**src/rtl/reg_wb_arbiter.sv**
```systemverilog
// reg_wb_arbiter: round-robin writeback arbiter for the register file write port.
// Define REG_WB_SCOREBOARD_EN to build the pending-write scoreboard (busy bits, busy_cnt, chk_busy*).
module reg_wb_arbiter #(
   parameter int DATA_WIDTH = 32,
   parameter int ADDR_WIDTH = 5
) (
   input  logic                  clk,
   input  logic                  rst,
   input  logic                  req0_valid,
   input  logic [ADDR_WIDTH-1:0] req0_addr,
   input  logic [DATA_WIDTH-1:0] req0_data,
   output logic                  req0_ready,
   input  logic                  req1_valid,
   input  logic [ADDR_WIDTH-1:0] req1_addr,
   input  logic [DATA_WIDTH-1:0] req1_data,
   output logic                  req1_ready,
   output logic                  rf_wen,
   output logic [ADDR_WIDTH-1:0] rf_waddr,
   output logic [DATA_WIDTH-1:0] rf_wdata,
   input  logic                  claim_valid,
   input  logic [ADDR_WIDTH-1:0] claim_addr,
   input  logic [ADDR_WIDTH-1:0] chk_addr1,
   input  logic [ADDR_WIDTH-1:0] chk_addr2,
   output logic                  chk_busy1,
   output logic                  chk_busy2,
   output logic [5:0]            busy_cnt
);
   logic                  prio;
   logic                  grant0, grant1, xfer;
   logic [ADDR_WIDTH-1:0] sel_addr;
   logic [DATA_WIDTH-1:0] sel_data;

   always_comb begin
      grant0   = !rst && req0_valid && (!req1_valid || !prio);
      grant1   = !rst && req1_valid && (!req0_valid || prio);
      xfer     = grant0 || grant1;
      sel_addr = grant0 ? req0_addr : req1_addr;
      sel_data = grant0 ? req0_data : req1_data;
   end

   assign req0_ready = grant0;
   assign req1_ready = grant1;

   // Writes to x0 are accepted and rotate priority but never reach the register file.
   always_ff @(posedge clk) begin
      if (rst) begin
         rf_wen   <= 1'b0;
         rf_waddr <= '0;
         rf_wdata <= '0;
         prio     <= 1'b0;
      end else begin
         rf_wen <= xfer && (sel_addr != '0);
         if (xfer) begin
            rf_waddr <= sel_addr;
            rf_wdata <= sel_data;
            prio     <= grant0;
         end
      end
   end

`ifdef REG_WB_SCOREBOARD_EN
   localparam int NREG = 1 << ADDR_WIDTH;
   logic [NREG-1:0] busy, busy_next;
   logic [5:0]      cnt_next;

   // A claim overrides a same-cycle clear: the new producer owns the register.
   always_comb begin
      busy_next = busy;
      if (rf_wen) busy_next[rf_waddr] = 1'b0;
      if (claim_valid && (claim_addr != '0)) busy_next[claim_addr] = 1'b1;
      busy_next[0] = 1'b0;
      cnt_next = '0;
      for (int i = 0; i < NREG; i++) cnt_next = cnt_next + 6'(busy_next[i]);
   end

   always_ff @(posedge clk) begin
      if (rst) begin
         busy     <= '0;
         busy_cnt <= '0;
      end else begin
         busy     <= busy_next;
         busy_cnt <= cnt_next;
      end
   end

   assign chk_busy1 = busy[chk_addr1];
   assign chk_busy2 = busy[chk_addr2];
`else
   logic unused_scoreboard;
   assign unused_scoreboard = ^{claim_valid, claim_addr, chk_addr1, chk_addr2};
   assign chk_busy1 = 1'b0;
   assign chk_busy2 = 1'b0;
   assign busy_cnt  = '0;
`endif
endmodule

```
**config.mk**
```make
export PLATFORM = sky130hd
export DESIGN_NAME = reg_wb_arbiter
export DESIGN_NICKNAME = d
export VERILOG_FILES = /design/src/rtl/reg_wb_arbiter.sv
export SDC_FILE = /design/constraint.sdc
export NUM_CORES = 1
export LEC_CHECK = 0
export CAP_MARGIN = 10
export CORE_ASPECT_RATIO = 0.6
export CORE_MARGIN = 4
export CORE_UTILIZATION = 37
export CTS_BUF_LIST = sky130_fd_sc_hd__clkbuf_8
export DETAILED_ROUTE_END_ITERATION = 7
export PLACE_DENSITY = 0.93
export SYNTH_ARGS = -nofsm -noshare
export SYNTH_HDL_FRONTEND = slang
export SYNTH_SLANG_ARGS = --single-unit
```
**constraint.sdc**
```tcl
create_clock -name clk -period 2.05 [get_ports clk]
set_input_delay 0.3075 -clock clk [delete_from_list [all_inputs] [get_ports clk]]
set_output_delay 0.3075 -clock clk [all_outputs]
set_load 0.01 [all_outputs]
```
==> results of run 1 <==
-- final timing paths --
path	to	slack, ns	start	depth (start not counted)
worst max register to register	rf_wdata[20]	0.74	prio	4
worst min-delay path	rf_waddr[4]	0.50	rf_waddr[4]	2
worst min register to register	rf_waddr[4]	0.50	rf_waddr[4]	2
worst max-delay path	req1_ready	0.09	req0_valid	5
-- flip-flops by register name (all words and copies together), names as in the netlist --
register and count:
rf_waddr 5, prio 1, rf_wen 1, rf_wdata 32
-- power groups by stage --
stage	Clock [mW]	Sequential [mW]	Combinational, mW
floorplan	0	0.909	0.201
global placement	0	0.876	0.539
detailed placement	0	0.881	0.548
CTS	0.493	0.863	0.551
global route	0.526	0.873	0.587
finish	0.472	0.863	0.546
-- kinds of logic (layout without fill, tap and decap cells) --
group           after synthesis  after routing  share of synthesized area, %
simple gates                 89             89                         22.39
other cells                   1              8                        0.2046
buf+inv                      29            137                         10.44
compound gates               41             41                         24.37
flops                        39             39                         42.59
-- repair_timing --
item                       4_1_cts  5_1_grt
resized for setup                1        1
buffers inserted                 0        0
gates cloned                     0        0
setup endpoints to repair        1        1
-- layer usage --
metal / vias up / part of all wire (%) / GRT usage, %
li1: 958 / - / -
met1: 879 / 45 / 25.29
met2: 82 / 44 / 29.60
met3: 2 / 11 / 8.138
met4: 0 / 0.46 / 3.578
met5: - / 0 / 0
-- worst max-delay path, stage by stage --
cell and delay (ns):
clkdlybuf4s50_1 0.50, inv_2 0.12, o21ai_4 0.05, nor2_1 0.11, clkdlybuf4s50_1 0.55
-- Yosys cell counts --
master and number:
nor4_1 5, a21o_1 1, dfxtp_1 39, buf_4 11
a21oi_4 1, nor2_1 43, o32ai_1 1, inv_2 1
or4_1 2, o21ai_4 1, nor3_1 37, buf_2 9
nand2_4 1, or2_2 1, o221a_2 4, clkbuf_1 3
buf_6 4, inv_1 1, a211oi_1 5, conb_1 1
o221a_1 28
-- final cells by class --
cell class | instances | share of cell area (%)
inverter | 2 | 0.2435
clock buffer | 5 | 2.232
sequential | 39 | 25.32
clock inverter | 3 | 0.4058
multi-input combinational | 138 | 28.77
tap | 63 | 2.557
timing repair buffer | 127 | 40.46
-- metrics by stage --
| stage | utilization, % | instance area [µm²] | power [mW] | TNS, ns |
|---|---|---|---|---|
| 6_report | 65.83 | 3083 | 1.882 | 0 |
| 5_1_grt | 65.83 | 3083 | 1.986 | 0 |
| 4_1_cts | 65.78 | 3080 | 1.907 | 0 |
| 3_5_place_dp | 64.07 | 3000 | 1.429 | -0.01655 |
| 3_3_place_gp | 64.07 | 3000 | 1.415 | -0.009025 |
| 2_1_floorplan | - | 1859 | 1.110 | 0 |
==> results.md, run 1 <==
* Max-cap viol count at 0
* Initial antenna violation count at 0
* Register area share after synthesis at 42.59%
* Area Overhead vs Synth at 68.19%
* CP startpoint kind: primary input
* Logic pwr share at 29.0%
* Largest net degree at the start of global routing at 34
* Critical Path RT at 1.74 ns
* PwrDens at 610.3 nW/µm²
* # IOs at 142
* Fin cells at 377
* Critical Path Sink Type: primary output
* Layout cells sized above 1 at 7.962%
* Die X at 98.87 µm
* Via Count at approximately 1900
* Clock Tree Root: clkbuf_8
* Min setup slack post-route at 0.08877 ns
* CTS Buf Count at 5
* Critical path class: in2out
* Period Utilization, post-route at a little over nine tenths
* Distinct cells, synth at 21
* Yosys top cell area share at 42.59%
* CORE AREA at 4683 µm²
* PortBufs at 117
* Run status: finished clean
* Area of the multi-input gates at a little under 900 µm²
* RSZ-0062 raised after global routing: no
* Crit path max fanout at 4
* H-tree Lvls at 2
* Synth area leader: dfxtp_1
* Synthesized area at 1833 µm²
* Max-slew violation count at 0
* Drt pass-1 iters at 4
* Die area at 6181 µm²
* Seq pwr share at between 40% and 50%
* Rows at 19
* FF+latch count, synth at 39
* Most frequent cells in the layout: clkdlybuf4s50_1, nor2_1, dfxtp_1
* # setup viols final at 0
* Worst Skew at roughly 0.0041 ns
* Commonest non-fill, non-tap cell in the layout: clkdlybuf4s50_1
* Synth Instances at 199
* Die Y-Extent at 62.52 µm
* Synth area leaders: dfxtp_1, o221a_1, nor3_1, nor2_1, buf_4
* ANT nets after route at 0
* Worst slack, placed at -0.01655 ns
* N_diodes at 0
* Starting Density at 39.14%
* Clock transition at the registers of the reported paths at 0.07 ns
* DPL Wire Length at 4513 µm
* CTS tree: built
* Final Hold Viols at 0
* Minimum hold slack at 0.4978 ns
* Clock latency on the worst-skew pair at 0.28 ns
* Fmax at ~510 MHz
* NetSw at 0.4968 mW
* DRT iter0 DRCs at 87
* Drc violations at 0
* First-pass GRT wire length at approximately 9700 µm
* Internal at roughly 1.4 mW
* Vias in the first global route at roughly 1900
* Hold Path Class: reg2reg
* Routability cong. at 0.8046
* Gr usage total at between 10% and 20%
* Clock Tree Buf Depth at 2
* Register area at 780.7 µm²
* Final wirelength at 6023 µm
* Sinks on Clock Net at 39
* Mapped Avg Cell Area at 9.211 µm²
* Leak Pwr at ~1.2 nW
* Total grt overflow at 0
* Post-DR vias/cell at 5.095
* Mean routed wirelength per cell at between 15 and 20 µm
* Hold buffer count at cts at 0
* Sw frac at 26.40%
* Synth warn at 0
* Tmin final at a little under 2 ns
* Crit path DAT at 1.65 ns
* Placed Instances at about 370
* Clock power frac at 25.1%
* Max VDD drop at between 0.3 and 0.4 mV
* Layout Nets at 407
* # fillers at 394
(Power assumes the default switching activity.)
==> inputs of run 2 (changes only) <==
Settings changed: CORE_UTILIZATION 37 to 36, CTS_BUF_LIST sky130_fd_sc_hd__clkbuf_8 to not set, PLACE_DENSITY 0.93 to 0.91, SLEW_MARGIN set to 30.
==> results.md, run 2 (synthesis results as in run 1) <==
* NetSw at 0.4893 mW (-1.5%)
* Sinks on Clock Net at 39 (unchanged)
* Total grt overflow at 0 (unchanged)
* First-pass GRT wire length at 9466 µm (-2.2%)
* Internal at 1.383 mW (-0.10%)
* Routability cong. at 0.7837 (-2.6%)
* Leading registers by flop count: rf_wdata x32, rf_waddr x5
* Crit path top cell by count: clkdlybuf4s50_1
* Design area at 3072 µm² (-0.37%)
* Post-DR vias/cell at 5.123 (+0.53%)
* Mean routed wirelength per cell at 16.13 µm (+0.98%)
* Tmin final at 1.947 ns (-0.01459 ns)
* Hold buffer count at cts at 0 (unchanged)
* Crit-path cells: clkdlybuf4s50_1, a21oi_4, nand2_4, inv_1, clkdlybuf4s50_1
* ANT nets after route at 0 (unchanged)
* Vias in the first global route at 1933 (+1.8%)
* Hold Path Class: reg2reg
* CP top delay family: buffers and inverters
* Fmax at 513.7 MHz (+0.75%)
* CTS Buf Count at 5 (unchanged)
* Max-cap viol count at 0 (unchanged)
* Critical path class: in2out
* Layout Nets at 407 (unchanged)
* Die Y-Extent at 63.27 µm (+1.2%)
* Via Count at 1921 (unchanged)
* WP depth at 5 (unchanged)
* Logic pwr share at 29.2% (+0.2 points)
* H-tree Lvls at 2 (unchanged)
* Worst Skew at 0.003670 ns (-0.0004220 ns)
* # setup viols final at 0 (unchanged)
* CTS tree: built
* Clock Tree Buf Depth at 2 (unchanged)
* DP Area at 3000 µm² (unchanged)
* Critical Path RT at 1.74 ns (about the same)
* Initial antenna violation count at 0 (unchanged)
* # IOs at 142 (unchanged)
* PortBufs at 117 (unchanged)
* Crit path max fanout at 4 (unchanged)
* Slowest cell on crit path: clkdlybuf4s50_1
* Gr usage total at 18.47% (-0.75 points)
* Clock power frac at 24.8% (-0.3 points)
* Cell count of the worst hold path at 2 (unchanged)
* DPL Wire Length at 4500 µm (-0.30%)
* RSZ-0062 raised after global routing: no
* Crit-path max cell delay at 0.54 ns (about the same)
* Period Utilization, post-route at 94.96% (-0.71 points)
* Minimum hold slack at 0.5001 ns (+0.002267 ns)
* Die X at 100.1 µm (+1.3%)
* N_diodes at 0 (unchanged)
* PwrDens at 609.6 nW/µm² (-0.11%)
* Drc violations at 0 (unchanged)
* CP startpoint kind: primary input
* Leak Pwr at 1.141 nW (-1.9%)
* Crit path DAT at 1.64 ns (about the same)
* CORE AREA at 4731 µm² (+1.0%)
* Worst reg2reg path depth at 4 (unchanged)
* Area Overhead vs Synth at 67.58%
* Final Hold Viols at 0 (unchanged)
* Reg with most FFs: rf_wdata
* Sw frac at 26.13% (-0.27 points)
* Max-slew violation count at 0 (unchanged)
* Clock Tree Root: clkbuf_8
* Layout cells sized above 1 at 7.692% (-0.27 points)
* CP bufs+invs at 3 (unchanged)
* Starting Density at 38.75% (-0.39 points)
* Commonest non-fill, non-tap cell in the layout: clkdlybuf4s50_1
* Largest net degree at the start of global routing at 34 (unchanged)
* Critical Path Sink Type: primary output
* Final wirelength at 6050 µm (+0.45%)
* Most frequent cells in the layout: clkdlybuf4s50_1, nor2_1, dfxtp_1
* Drt pass-1 iters at 4 (unchanged)
* Rows at 19 (unchanged)
* Max FFs per register at 32 (unchanged)
* Seq pwr share at 46.0% (about the same)
* Die area at 6335 µm² (+2.5%)
* Max VDD drop at 0.3361 mV (-12%)
* Clock transition at the registers of the reported paths at 0.07 ns (about the same)
* DRT iter0 DRCs at 56 (-36%)
* Run status: finished clean
* Clock latency on the worst-skew pair at 0.28 ns (about the same)
[run 2: cell count changes in the layout (fill, tap and decap cells not counted), sizes merged]
cell,previous run,this run
dlymetal6s2s,1,0
inv,4,2
clkinv,1,0
clkdlybuf4s50,115,116
clkbuf,5,6
[run 2: path summary, 6_finish.rpt]
| check | startpoint | to | slack (ns) |
|---|---|---|---|
| hold reg to reg | rf_waddr[4] | rf_waddr[4] | 0.50 |
| setup reg to reg | prio | rf_wdata[11] | 0.73 |
| setup / recovery | rst | req0_ready | 0.10 |
| hold / removal | rf_waddr[4] | rf_waddr[4] | 0.50 |
[run 2: stage by stage]
step	setup TNS (ns)	utilization, %	power, mW	cells	worst slack, ns
final	0	64.93	1.873	375	0.1034
after floorplan	0	-	1.110	206	0.7778
after global routing	0	64.93	1.978	375	0.05972
after CTS	0	64.93	1.898	375	0.09388
after global placement	0	63.42	1.413	369	0.01276
after detailed placement	-0.0005761	63.42	1.428	369	-0.0005761
[run 2: timing repair]
action / 4_1_cts / 5_1_grt
gates resized for setup: 1 / 0
hold endpoints to repair: 0 / 0
setup buffers: 0 / 0
setup endpoints to repair: 1 / 0
[run 2: worst register-to-register path, delay by kind of cell (launching register included)]
family	cells	cell delay (ns)
flip-flops	1	0.47
AO/OA/AOI/OAI	2	0.36
buffers and inverters	1	0.35
AND/OR/NAND/NOR	1	0.09
[run 2: power by group through the flow]
stage	Sequential, mW	Clock (mW)	Combinational, mW
6_report	0.862	0.464	0.546
5_1_grt	0.872	0.521	0.585
4_1_cts	0.862	0.486	0.550
3_5_place_dp	0.880	0	0.547
3_3_place_gp	0.875	0	0.538
2_1_floorplan	0.909	0	0.201
[run 2: routing by layer]
| metal | global-route usage, % | vias up | wire, µm | part of all wire (%) |
|---|---|---|---|---|
| li1 | - | 952 | - | - |
| met2 | 30.86 | 79 | 2761 | 46 |
| met4 | 3.529 | 0 | 40 | 0.66 |
| met1 | 22.06 | 886 | 2548 | 42 |
| met5 | 0 | - | 0 | 0 |
| met3 | 8.159 | 4 | 700 | 12 |
[run 2: area by class of cell]
| class | instances | area, µm² |
|---|---|---|
| fill | 402 | 1659 |
| tap | 63 | 78.83 |
| multi-input combinational | 138 | 887.1 |
| inverter | 2 | 7.507 |
| timing repair buffer | 127 | 1245 |
| sequential | 39 | 780.7 |
| clock buffer | 6 | 72.57 |
==> inputs of run 3 (changes only) <==
Settings changed: GPL_TIMING_DRIVEN set to 0.
==> results.md, run 3 (synthesis results as in run 1) <==
* Critical Path RT at 1.74 ns (about the same)
* ANT nets after route at 0 (unchanged)
* CP startpoint kind: flop
* PwrDens at 599.6 nW/µm² (-1.6%)
* Clock latency on the worst-skew pair at 0.28 ns (about the same)
* Leading registers by flop count: rf_wdata x32, rf_waddr x5
* Reg with most FFs: rf_wdata
* Period Utilization, post-route at 96.22% (+1.3 points)
* Die area at 6335 µm² (unchanged)
* Die Y-Extent at 63.27 µm (unchanged)
* Max FFs per register at 32 (unchanged)
* Via Count at 1987 (+3.4%)
* Critical Path Sink Type: primary output
* Mean routed wirelength per cell at 15.53 µm (-3.7%)
* Leak Pwr at 1.225 nW (+7.3%)
* Area Overhead vs Synth at 72.97%
* Most frequent cells in the layout: clkdlybuf4s50_1, nor2_1, dfxtp_1
* Logic pwr share at 29.7% (+0.5 points)
* CTS Buf Count at 5 (unchanged)
* Commonest non-fill, non-tap cell in the layout: clkdlybuf4s50_1
* Hold Path Class: in2reg
* Drt pass-1 iters at 4 (unchanged)
* Minimum hold slack at 0.4804 ns (-0.01964 ns)
* # setup viols final at 0 (unchanged)
* Seq pwr share at 45.3% (-0.7 points)
* Tmin final at 1.973 ns (+0.02597 ns)
* Clock transition at the registers of the reported paths at 0.07 ns (about the same)
* Max-slew violation count at 0 (unchanged)
* Largest net degree at the start of global routing at 20 (-41%)
* Final wirelength at 6057 µm (+0.12%)
* Routability cong. at 0.7705 (-1.7%)
* Rows at 19 (unchanged)
* Sinks on Clock Net at 39 (unchanged)
* CORE AREA at 4731 µm² (unchanged)
* Crit path DAT at 1.67 ns (+0.03 ns)
* Critical path class: reg2out
* Final Hold Viols at 0 (unchanged)
* Gr usage total at 18.42% (-0.044 points)
* DPL Wire Length at 4715 µm (+4.8%)
* Clock Tree Buf Depth at 2 (unchanged)
* Internal at 1.399 mW (+1.1%)
* PortBufs at 115 (-1.7%)
* Starting Density at 38.75% (unchanged)
* Fmax at 506.9 MHz (-1.3%)
* Total grt overflow at 0 (unchanged)
* Clock power frac at 25.0% (+0.2 points)
* Initial antenna violation count at 0 (unchanged)
* RSZ-0062 raised after global routing: no
* DRT iter0 DRCs at 60 (+7.1%)
* Max VDD drop at 0.3328 mV (-0.98%)
* Sw frac at 26.43% (+0.30 points)
* Max-cap viol count at 0 (unchanged)
* Crit path max fanout at 10 (+6)
* Layout Nets at 422 (+3.7%)
* Worst Skew at 0.002778 ns (-0.0008916 ns)
* Vias in the first global route at 1870 (-3.3%)
* Die X at 100.1 µm (unchanged)
* # IOs at 142 (unchanged)
* Post-Route Setup TNS at 0 ns (unchanged)
* CTS tree: built
* Post-DR vias/cell at 5.095 (-0.54%)
* Run status: finished clean
* Hold buffer count at cts at 0 (unchanged)
* NetSw at 0.5025 mW (+2.7%)
* Drc violations at 0 (unchanged)
* H-tree Lvls at 2 (unchanged)
* First-pass GRT wire length at 9390 µm (-0.80%)
* Layout cells sized above 1 at 12.23% (+4.5 points)
* Clock Tree Root: clkbuf_8
* # fillers at 396 (-1.5%)
* N_diodes at 0 (unchanged)
run 3: cell types whose count changed in the layout (fill, tap and decap cells not counted), sizes merged:
cell           previous run  this run
dlymetal6s2s              0         1
clkbuf                    6         8
clkdlybuf4s50           116       113
buf                      10        25
run 3: final cells by class:
cell class | instances | area, µm² | area share [%]
inverters | 2 | 7.507 | 0.2368
plain buffers | 26 | 182.7 | 5.762
multi-input cells | 138 | 887.1 | 27.98
clock buffers | 6 | 72.57 | 2.289
repair buffers | 116 | 1160 | 36.58
well taps | 63 | 78.83 | 2.486
flip-flops and latches | 39 | 782.0 | 24.66
run 3: repair_timing:
item / in CTS / in global routing
gates cloned: 0 / 0
setup endpoints to repair: 2 / 2
pin swaps: 0 / 1
buffers inserted: 1 / 0
gates resized for setup: 2 / 2
endpoints found under the hold margin: 0 / 0
run 3: layer usage:
layer | wire, µm | up-vias | track usage, %
li1 | - | 986 | -
met1 | 2754 | 910 | 25.03
met5 | 0 | - | 0
met4 | 19 | 0 | 2.017
met2 | 2613 | 89 | 28.80
met3 | 671 | 2 | 6.836
run 3: critical path, stage by stage, from the launching register on:
cell and delay (ns):
dfxtp_2 0.36, o21ai_4 0.26, buf_4 0.23, nor2_1 0.05
clkdlybuf4s50_1 0.48
run 3: stage by stage:
step | total power [mW] | setup WS, ns | utilization (%) | instances | cell area [µm²]
after floorplan | 1.110 | 0.7778 | - | 206 | 1859
after global placement | 1.431 | -0.3512 | 65.30 | 384 | 3089
after detailed placement | 1.441 | -0.3608 | 65.30 | 384 | 3089
after CTS | 1.904 | 0.01324 | 66.94 | 390 | 3167
after global routing | 1.988 | 0.0001517 | 67.02 | 390 | 3171
final | 1.901 | 0.07739 | 67.02 | 390 | 3171
run 3: final timing paths:
kind | slack, ns | cells past startpoint | from | endpoint
max | 0.08 | 4 | prio | req1_ready
min | 0.48 | 3 | req1_valid | rf_wdata[20]
max reg2reg | 0.85 | 3 | prio | rf_wdata[0]
min reg2reg | 0.50 | 2 | rf_waddr[1] | rf_waddr[1]
run 3: power groups by stage:
stage | registers, mW | clock network, mW | logic [mW]
after floorplan | 0.909 | 0 | 0.201
after global placement | 0.875 | 0 | 0.556
after CTS | 0.862 | 0.475 | 0.567
after global routing | 0.871 | 0.510 | 0.607
final | 0.862 | 0.475 | 0.565
after detailed placement | 0.879 | 0 | 0.562
